==> src/rtl/bp_lce_req_mshr_pkg.sv <==
// Shared types for the multi-outstanding LCE request engine.
// Covers the cache request, LCE<->CCE message formats, slot state, and the CCE mapping and arbitration helpers.
package bp_lce_req_mshr_pkg;
    localparam int paddr_width_p         = 32;
    localparam int lce_id_width_p        = 4;
    localparam int cce_id_width_p        = 4;
    localparam int lce_assoc_p           = 8;
    localparam int cce_block_width_p     = 512;
    localparam int num_cce_p             = 2;
    localparam int dword_width_p         = 64;
    localparam int way_width_lp          = $clog2(lce_assoc_p);
    localparam int block_offset_width_lp = $clog2(cce_block_width_p / 8);

    typedef enum logic [1:0] {e_miss_load, e_miss_store, e_uc_load, e_uc_store} bp_cache_req_msg_e;
    typedef enum logic [1:0] {e_size_1, e_size_2, e_size_4, e_size_8} bp_cache_req_size_e;

    typedef struct packed {
        bp_cache_req_msg_e          msg_type;
        logic [paddr_width_p-1:0]   addr;
        bp_cache_req_size_e         size;
        logic [dword_width_p-1:0]   data;
    } bp_cache_req_s;

    typedef struct packed {
        logic [way_width_lp-1:0] repl_way;
        logic                    dirty;
    } bp_cache_req_metadata_s;

    typedef enum logic [1:0] {
        e_lce_req_type_rd, e_lce_req_type_wr, e_lce_req_type_uc_rd, e_lce_req_type_uc_wr
    } bp_lce_cce_req_type_e;
    typedef enum logic {e_lce_req_excl, e_lce_req_non_excl} bp_lce_cce_req_non_excl_e;
    typedef enum logic [1:0] {
        e_lce_cce_sync_ack, e_lce_cce_inv_ack, e_lce_cce_tr_ack, e_lce_cce_coh_ack
    } bp_lce_cce_resp_type_e;

    typedef struct packed {
        logic [cce_id_width_p-1:0]  dst_id;
        logic [lce_id_width_p-1:0]  src_id;
        bp_lce_cce_req_type_e       msg_type;
        bp_lce_cce_req_non_excl_e   non_exclusive;
        logic [paddr_width_p-1:0]   addr;
        logic [way_width_lp-1:0]    lru_way_id;
        logic                       lru_dirty;
        bp_cache_req_size_e         uc_size;
        logic [dword_width_p-1:0]   data;
    } bp_lce_cce_req_s;

    typedef struct packed {
        logic [cce_id_width_p-1:0]  dst_id;
        logic [lce_id_width_p-1:0]  src_id;
        bp_lce_cce_resp_type_e      msg_type;
        logic [paddr_width_p-1:0]   addr;
    } bp_lce_cce_resp_s;

    typedef enum logic [2:0] {e_free, e_wait_md, e_send_req, e_sleep, e_send_ack} bp_lce_req_slot_state_e;

    typedef struct packed {
        bp_cache_req_s          req;
        bp_cache_req_metadata_s md;
    } bp_lce_req_slot_s;

    // CCEs are interleaved on the low block-address bits
    function automatic logic [cce_id_width_p-1:0] bp_me_addr_to_cce_id(input logic [paddr_width_p-1:0] addr);
        return cce_id_width_p'(addr[block_offset_width_lp +: $clog2(num_cce_p)]);
    endfunction

    function automatic logic [2:0] rr_pick(input logic [7:0] reqs, input logic [2:0] ptr, input int n);
        logic [2:0] pick;
        logic [2:0] idx;
        pick = ptr;
        for (int i = n - 1; i >= 0; i--) begin
            idx = 3'((int'(ptr) + i) % n);
            if (reqs[idx]) pick = idx;
        end
        return pick;
    endfunction
endpackage

==> src/rtl/bp_lce_req_slot.sv <==
// One MSHR slot: FSM from allocation through request, completion wait and coherence ack.
// Events arrive pre-decoded for this slot; anything outside e_sleep is dropped.
module bp_lce_req_slot
    import bp_lce_req_mshr_pkg::*;
(
    input  logic                   clk_i,
    input  logic                   reset_n_i,
    input  logic                   alloc,
    input  bp_cache_req_s          req,
    input  logic                   md_v,
    input  bp_cache_req_metadata_s md,
    input  logic                   req_done,
    input  logic                   ack_done,
    input  logic                   data_v,
    input  logic                   set_tag_v,
    input  logic                   wakeup_v,
    input  logic                   uc_done_v,
    output bp_lce_req_slot_state_e state,
    output bp_lce_req_slot_s       rec
);
    logic data_seen, set_tag_seen, data_now, set_tag_now, uncached;

    assign data_now    = data_seen | data_v;
    assign set_tag_now = set_tag_seen | set_tag_v;
    assign uncached    = (rec.req.msg_type == e_uc_load) || (rec.req.msg_type == e_uc_store);

    always_ff @(posedge clk_i or negedge reset_n_i) begin
        if (!reset_n_i) begin
            state        <= e_free;
            rec          <= '0;
            data_seen    <= 1'b0;
            set_tag_seen <= 1'b0;
        end else begin
            case (state)
                e_free: if (alloc) begin
                    state        <= e_wait_md;
                    rec.req      <= req;
                    rec.md       <= '0;
                    data_seen    <= 1'b0;
                    set_tag_seen <= 1'b0;
                end
                e_wait_md: if (md_v) begin
                    rec.md <= md;
                    state  <= e_send_req;
                end
                e_send_req: if (req_done) state <= e_sleep;
                e_sleep: begin
                    if (uncached) begin
                        if (uc_done_v) state <= e_free;
                    end else if (wakeup_v || (data_now && set_tag_now)) begin
                        state <= e_send_ack;
                    end else begin
                        data_seen    <= data_now;
                        set_tag_seen <= set_tag_now;
                    end
                end
                e_send_ack: if (ack_done) state <= e_free;
                default: state <= e_free;
            endcase
        end
    end
endmodule

==> src/rtl/bp_lce_req_mshr.sv <==
// Multi-outstanding LCE request engine: lowest-free allocation, block hazard check, RR request/ack issue.
// Request valid two cycles after accept at the earliest; grants hold across ready/yumi stalls.
module bp_lce_req_mshr
    import bp_lce_req_mshr_pkg::*;
#(
    parameter int num_mshr_p          = 2,
    parameter int timeout_max_limit_p = 4,
    localparam int slot_id_width_lp   = (num_mshr_p > 1) ? $clog2(num_mshr_p) : 1
) (
    input  logic                                  clk_i,
    input  logic                                  reset_n_i,
    input  logic [lce_id_width_p-1:0]             lce_id_i,
    input  bp_cache_req_s                         cache_req_i,
    input  logic                                  cache_req_v_i,
    output logic                                  cache_req_ready_o,
    input  bp_cache_req_metadata_s                cache_req_metadata_i,
    input  logic                                  cache_req_metadata_v_i,
    output logic [num_mshr_p*paddr_width_p-1:0]   slot_addr_o,
    output logic [num_mshr_p-1:0]                 slot_v_o,
    input  logic                                  data_received_v_i,
    input  logic                                  set_tag_received_v_i,
    input  logic                                  set_tag_wakeup_v_i,
    input  logic                                  uc_done_v_i,
    input  logic [slot_id_width_lp-1:0]           event_slot_i,
    input  logic                                  coherence_blocked_i,
    input  logic                                  cmd_ready_i,
    output bp_lce_cce_req_s                       lce_req_o,
    output logic                                  lce_req_v_o,
    input  logic                                  lce_req_ready_i,
    output bp_lce_cce_resp_s                      lce_resp_o,
    output logic                                  lce_resp_v_o,
    input  logic                                  lce_resp_yumi_i,
    output logic                                  busy_o
);
    localparam int cnt_w = $clog2(timeout_max_limit_p + 1);

    bp_lce_req_slot_state_e    state [num_mshr_p];
    bp_lce_req_slot_s          rec   [num_mshr_p];
    bp_lce_req_slot_s          req_sel, ack_sel;
    logic [7:0]                req_vec, ack_vec;
    logic                      any_free, any_wait_md, hazard, timeout, accept, req_cached;
    logic [2:0]                alloc_id, req_ptr, ack_ptr, req_grant, ack_grant, req_lock_id, ack_lock_id, event_id;
    logic                      req_lock, ack_lock;
    logic [cnt_w-1:0]          blocked_cnt;
    logic [paddr_width_p-1:0]  req_addr;

    assign event_id = 3'(event_slot_i);
    assign timeout  = blocked_cnt == cnt_w'(timeout_max_limit_p);

    always_comb begin
        any_free    = 1'b0;
        any_wait_md = 1'b0;
        hazard      = 1'b0;
        alloc_id    = '0;
        req_vec     = '0;
        ack_vec     = '0;
        slot_v_o    = '0;
        slot_addr_o = '0;
        // Descending walk so the lowest free index wins
        for (int i = num_mshr_p - 1; i >= 0; i--) begin
            if (state[i] == e_free) begin
                any_free = 1'b1;
                alloc_id = 3'(i);
            end else begin
                slot_v_o[i] = 1'b1;
                slot_addr_o[i*paddr_width_p +: paddr_width_p] = rec[i].req.addr;
                if (rec[i].req.addr[paddr_width_p-1:block_offset_width_lp]
                    == cache_req_i.addr[paddr_width_p-1:block_offset_width_lp]) hazard = 1'b1;
            end
            if (state[i] == e_wait_md)  any_wait_md = 1'b1;
            if (state[i] == e_send_req) req_vec[i]  = 1'b1;
            if (state[i] == e_send_ack) ack_vec[i]  = 1'b1;
        end
    end

    assign cache_req_ready_o = cmd_ready_i & ~timeout & any_free & ~any_wait_md & ~hazard;
    assign accept            = cache_req_v_i & cache_req_ready_o;
    assign busy_o            = |slot_v_o;
    assign lce_req_v_o       = |req_vec;
    assign lce_resp_v_o      = |ack_vec;
    assign req_grant         = req_lock ? req_lock_id : rr_pick(req_vec, req_ptr, num_mshr_p);
    assign ack_grant         = ack_lock ? ack_lock_id : rr_pick(ack_vec, ack_ptr, num_mshr_p);

    for (genvar g = 0; g < num_mshr_p; g++) begin : g_slot
        logic hit;
        assign hit = event_id == 3'(g);
        bp_lce_req_slot u_slot (
            .clk_i     (clk_i),
            .reset_n_i (reset_n_i),
            .alloc     (accept && alloc_id == 3'(g)),
            .req       (cache_req_i),
            .md_v      (cache_req_metadata_v_i),
            .md        (cache_req_metadata_i),
            .req_done  (lce_req_v_o && lce_req_ready_i && req_grant == 3'(g)),
            .ack_done  (lce_resp_v_o && lce_resp_yumi_i && ack_grant == 3'(g)),
            .data_v    (data_received_v_i && hit),
            .set_tag_v (set_tag_received_v_i && hit),
            .wakeup_v  (set_tag_wakeup_v_i && hit),
            .uc_done_v (uc_done_v_i && hit),
            .state     (state[g]),
            .rec       (rec[g])
        );
    end

    always_comb begin
        req_sel = '0;
        ack_sel = '0;
        for (int i = 0; i < num_mshr_p; i++) begin
            if (3'(i) == req_grant) req_sel = rec[i];
            if (3'(i) == ack_grant) ack_sel = rec[i];
        end
    end

    always_comb begin
        lce_req_o  = '0;
        req_addr   = req_sel.req.addr;
        req_cached = (req_sel.req.msg_type == e_miss_load) || (req_sel.req.msg_type == e_miss_store);
        if (req_cached) begin
            req_addr = {req_sel.req.addr[paddr_width_p-1:block_offset_width_lp], block_offset_width_lp'(0)};
        end else begin
            case (req_sel.req.size)
                e_size_2: req_addr[0]   = 1'b0;
                e_size_4: req_addr[1:0] = 2'b0;
                e_size_8: req_addr[2:0] = 3'b0;
                default:  req_addr      = req_sel.req.addr;
            endcase
        end
        if (lce_req_v_o) begin
            lce_req_o.dst_id = bp_me_addr_to_cce_id(req_addr);
            lce_req_o.src_id = lce_id_i;
            lce_req_o.addr   = req_addr;
            case (req_sel.req.msg_type)
                e_miss_load:  lce_req_o.msg_type = e_lce_req_type_rd;
                e_miss_store: lce_req_o.msg_type = e_lce_req_type_wr;
                e_uc_load:    lce_req_o.msg_type = e_lce_req_type_uc_rd;
                default:      lce_req_o.msg_type = e_lce_req_type_uc_wr;
            endcase
            if (req_cached) begin
                lce_req_o.non_exclusive = (req_sel.req.msg_type == e_miss_load) ? e_lce_req_non_excl : e_lce_req_excl;
                lce_req_o.lru_way_id    = req_sel.md.repl_way;
                lce_req_o.lru_dirty     = req_sel.md.dirty;
            end else begin
                lce_req_o.uc_size = req_sel.req.size;
                if (req_sel.req.msg_type == e_uc_store) lce_req_o.data = req_sel.req.data;
            end
        end
    end

    always_comb begin
        lce_resp_o = '0;
        if (lce_resp_v_o) begin
            lce_resp_o.dst_id   = bp_me_addr_to_cce_id(ack_sel.req.addr);
            lce_resp_o.src_id   = lce_id_i;
            lce_resp_o.msg_type = e_lce_cce_coh_ack;
            lce_resp_o.addr     = ack_sel.req.addr;
        end
    end

    always_ff @(posedge clk_i or negedge reset_n_i) begin
        if (!reset_n_i) begin
            req_ptr     <= '0;
            ack_ptr     <= '0;
            req_lock    <= 1'b0;
            ack_lock    <= 1'b0;
            req_lock_id <= '0;
            ack_lock_id <= '0;
            blocked_cnt <= '0;
        end else begin
            req_lock    <= lce_req_v_o & ~lce_req_ready_i;
            ack_lock    <= lce_resp_v_o & ~lce_resp_yumi_i;
            req_lock_id <= req_grant;
            ack_lock_id <= ack_grant;
            if (lce_req_v_o && lce_req_ready_i)
                req_ptr <= (req_grant == 3'(num_mshr_p - 1)) ? 3'd0 : req_grant + 3'd1;
            if (lce_resp_v_o && lce_resp_yumi_i)
                ack_ptr <= (ack_grant == 3'(num_mshr_p - 1)) ? 3'd0 : ack_grant + 3'd1;
            if (!coherence_blocked_i)
                blocked_cnt <= '0;
            else if (!timeout)
                blocked_cnt <= blocked_cnt + cnt_w'(1);
        end
    end
endmodule

==> config.mk <==
export PLATFORM = sky130hd
export DESIGN_NAME = bp_lce_req_mshr
export DESIGN_NICKNAME = d
export VERILOG_FILES = /design/src/rtl/bp_lce_req_mshr_pkg.sv /design/src/rtl/bp_lce_req_slot.sv /design/src/rtl/bp_lce_req_mshr.sv
export SDC_FILE = /design/constraint.sdc
export NUM_CORES = 1
export LEC_CHECK = 0
export BUFFER_PORTS_ARGS = -buffer_cell sky130_fd_sc_hd__buf_4
export CAP_MARGIN = 20
export CORE_ASPECT_RATIO = 0.75
export CORE_MARGIN = 2
export CORE_UTILIZATION = 25
export CTS_CLUSTER_SIZE = 14
export DETAILED_ROUTE_END_ITERATION = 10
export MAX_ROUTING_LAYER = met4
export PLACE_DENSITY = 0.43
export SLEW_MARGIN = 30
export SYNTH_ARGS = -nofsm -noshare
export SYNTH_HDL_FRONTEND = slang
export SYNTH_SLANG_ARGS = --single-unit
==> constraint.sdc <==
create_clock -name clk_i -period 6.3 [get_ports clk_i]
set_input_delay 0 -clock clk_i [delete_from_list [all_inputs] [get_ports clk_i]]
set_output_delay 0 -clock clk_i [all_outputs]
set_load 0.02 [all_outputs]
==> results.yml <==
run_status:
  run_status: "complete, no violations"
sta:
  min_period_ns: 4.07
  fmax_mhz: 245
  report.final.slew_viol_count: 0
  setup_viol: 0
  worstMarginPinSlew_ns: 0.932
  fin_skew_ns: 0.0110
  layout_setup_ws_ns: 2.23
  relSlewSlack_pct: 37.9
  tns_ns: 0
  rsz0062_at_grt: "no"
  fin_hold_ws_ns: 0.0570
  hold_viol: 0
  fin_crit_sh_pct: 64.7
cts:
  cts_sinks: 235
  cts_root_buf: "clkbuf_16"
  clock_latency_ns: 0.56
  cts_made_buffers: 29
  cts_tree: "done"
  htree_levels: 1
  post_cts_resized: 0
  clk_path_buf_depth: 3
  cts.reportedPaths.clkPinSlew_ns: 0.06
setup_path:
  start_kind: "register"
  crit_family: "compound AO/OA/AOI/OAI gates"
  cp_slowest_cell: "inv_4"
  r2r_start: "g_slot[1].u_slot.rec[91]$_DFFE_PN0P_"
  cp-end-kind: "output port"
  cp_max_fo: 73
  crit_path_max_incr_delay_ns: 0.63
  r2r_slack_ns: 2.75
  cp.arrival_ns: 4.07
  r2r-end: "g_slot[1].u_slot.rec[55]$_DFFE_PN0P_"
  cp.buffers_inverters: 2
  cp.required_ns: 6.30
  path_class: "reg -> out"
  reg2reg_depth: 7
  crit_chain: "nor3b_2, a21boi_1, o31a_2, inv_4, nand3_1, a21o_4, a21oi_1, buf_4"
synth:
  synthMuxAreaShare_pct: 19.5
  synth-seq-cells: 235
  synth-seq-area-share_pct: 46.9
  synth_cells: 1246
  synth_compound_area_share_pct: 8.40
  synth_top_area_share_pct: 46.9
  yosysWarnings: 0
  yosys-top-cells-area: "dfrtp_1, mux2_2, nand2_1"
  synth-adder-area-share_pct: 0.279
  synthArstFlopShare_pct: 100
  synth_edf_count: 0
  yosys.area_share.simple_pct: 16.5
  yosysTopAreaCell: "dfrtp_1"
  synth_top_family_by_area: "multiplexers"
  synth_ff_type: "dfrtp_1"
  syn_area_um2: 12500
  avgSynthCellArea_um2: 10.1
  synth.distinct_cells: 57
  synth_xor_area_share_pct: 3.84
grt:
  grt.overflow.total: 0
  grt_antenna_before_repair: 5
  grt_pass1_wl_um: 68800
  grt_usage_pct: 17.5
  first_global_vias: 10700
  grt_start_max_net_pins: 145
detailed_routing:
  drtIter0Drc: 671
  vias: 10700
  wl_um: 45500
  ant_nets: 0
  dr.pass1.iters: 5
  wl_per_cell_um: 19.4
  route.detailed.drc: 0
  viasPerCell: 4.55
layout:
  final_common_cell: "buf_4"
  final_cell_mix: "buf_4, nand2_1, dfrtp_1"
  area_growth_pct: 41.9
  fill_cells: 5096
  drive_gt1_share_pct: 36.3
  layout.nets: 1792
  final_cells: 2350
power_and_ir_drop:
  powerDensity_nw_per_um2: 535
  power_uw: 9510
  leakagePower_uw: 0.00830
  peakVddDrop_mv: 0.271
floorplan:
  start_util_pct: 25.2
  num_io_pins: 346
  die_h_um: 198
  die_area_um2: 52000
  core_area_um2: 49800
  fp.dieW_um: 263
  row_count: 71
place:
  pre_cts_ws_ns: 2.71
  place_hpwl_um: 30900
  port-buffer-count: 339
  dpl.cell_count: 2172
  gp_congestion: 0.827
worst_hold_path:
  hp-class: "in -> async"
run:
  max-cap-violations: 0
-- registers in the layout, indices dropped and copies added (netlist names) --
name,flops
blocked_cnt,3
g_slot.u_slot.data_seen,2
g_slot.u_slot.state,6
ack_lock_id,3
ack_ptr,3
req_ptr,3
req_lock,1
req_lock_id,3
g_slot.u_slot.rec,208
ack_lock,1
g_slot.u_slot.set_tag_seen,2
-- Yosys cell counts, drive strengths merged, types with 4 or more instances --
cell type  instances
nand2            293
dfrtp            235
mux2             200
a21oi            141
and2              79
buf               53
xor2              52
clkbuf            32
o21ai             22
nor2              20
inv               18
nand3             18
nor4              12
nor3               8
nor3b              6
a31o               4
o22ai              4
-- report_power, final --
group | internal [uW] | switching [uW]
sequential | 2220 | 643
clock | 1040 | 676
combinational | 2060 | 2870
total | 5320 | 4190
-- layout make-up --
type / count / area (um2) / area share, %
clock buffers: 44 / 882 / 4.96
well taps: 657 / 822 / 4.62
repair buffers: 472 / 3890 / 21.9
flip-flops and latches: 235 / 5880 / 33.1
clock inverters: 7 / 88.8 / 0.499
multi-input cells: 912 / 6140 / 34.5
diodes: 4 / 10.0 / 0.0563
inverters: 19 / 73.8 / 0.415
-- cells by family (layout without fill, tap and decap cells) --
logic type,count (synthesis),in the layout
DFF,235,235
other,1,10
buffers and inverters,104,542
xor gates and xnor gates,55,55
AOI/OAI and AO/OA,193,193
adders and majority gates,3,3
and+or+nand+nor,452,452
muxes,203,203
-- repair_timing --
action | in CTS | in global routing
hold endpoints to repair | 320 | 0
setup buffers | 0 | 0
hold buffers | 123 | 0
-- worst max path at each step --
stage / start / end / slack [ns] / cells past startpoint
after global placement: g_slot[1].u_slot.rec[91]$_DFFE_PN0P_ / g_slot[1].u_slot.rec[44]$_DFFE_PN0P_ / 2.78 / 7
after CTS: g_slot[1].u_slot.state[1]$_DFFE_PN0P_ / lce_req_o[57] / 2.16 / 8
after floorplan: g_slot[1].u_slot.state[1]$_DFFE_PN0P_ / lce_resp_o[38] / 3.76 / 10
after detailed placement: g_slot[1].u_slot.rec[91]$_DFFE_PN0P_ / g_slot[1].u_slot.rec[45]$_DFFE_PN0P_ / 2.71 / 7
after global routing: g_slot[1].u_slot.state[1]$_DFFE_PN0P_ / lce_req_o[57] / 1.97 / 8
final: g_slot[1].u_slot.state[1]$_DFFE_PN0P_ / lce_req_o[57] / 2.23 / 8
-- routing by layer --
metal / up-vias / wire [um] / global-route usage, %
li1: 5048 / - / -
met1: 5345 / 22100 / 24.7
met2: 238 / 20300 / 26.1
met3: 52 / 2280 / 3.47
met4: 0 / 845 / 3.43
met5: - / 0 / -
-- metrics by stage --
step | util (%) | cell area, um2
detailed placement | 31.3 | 15600
floorplan | - | 12600
CTS | 35.7 | 17800
finish | 35.7 | 17800
global route | 35.7 | 17800
global placement | 31.2 | 15600
(Power assumes the default switching activity.)
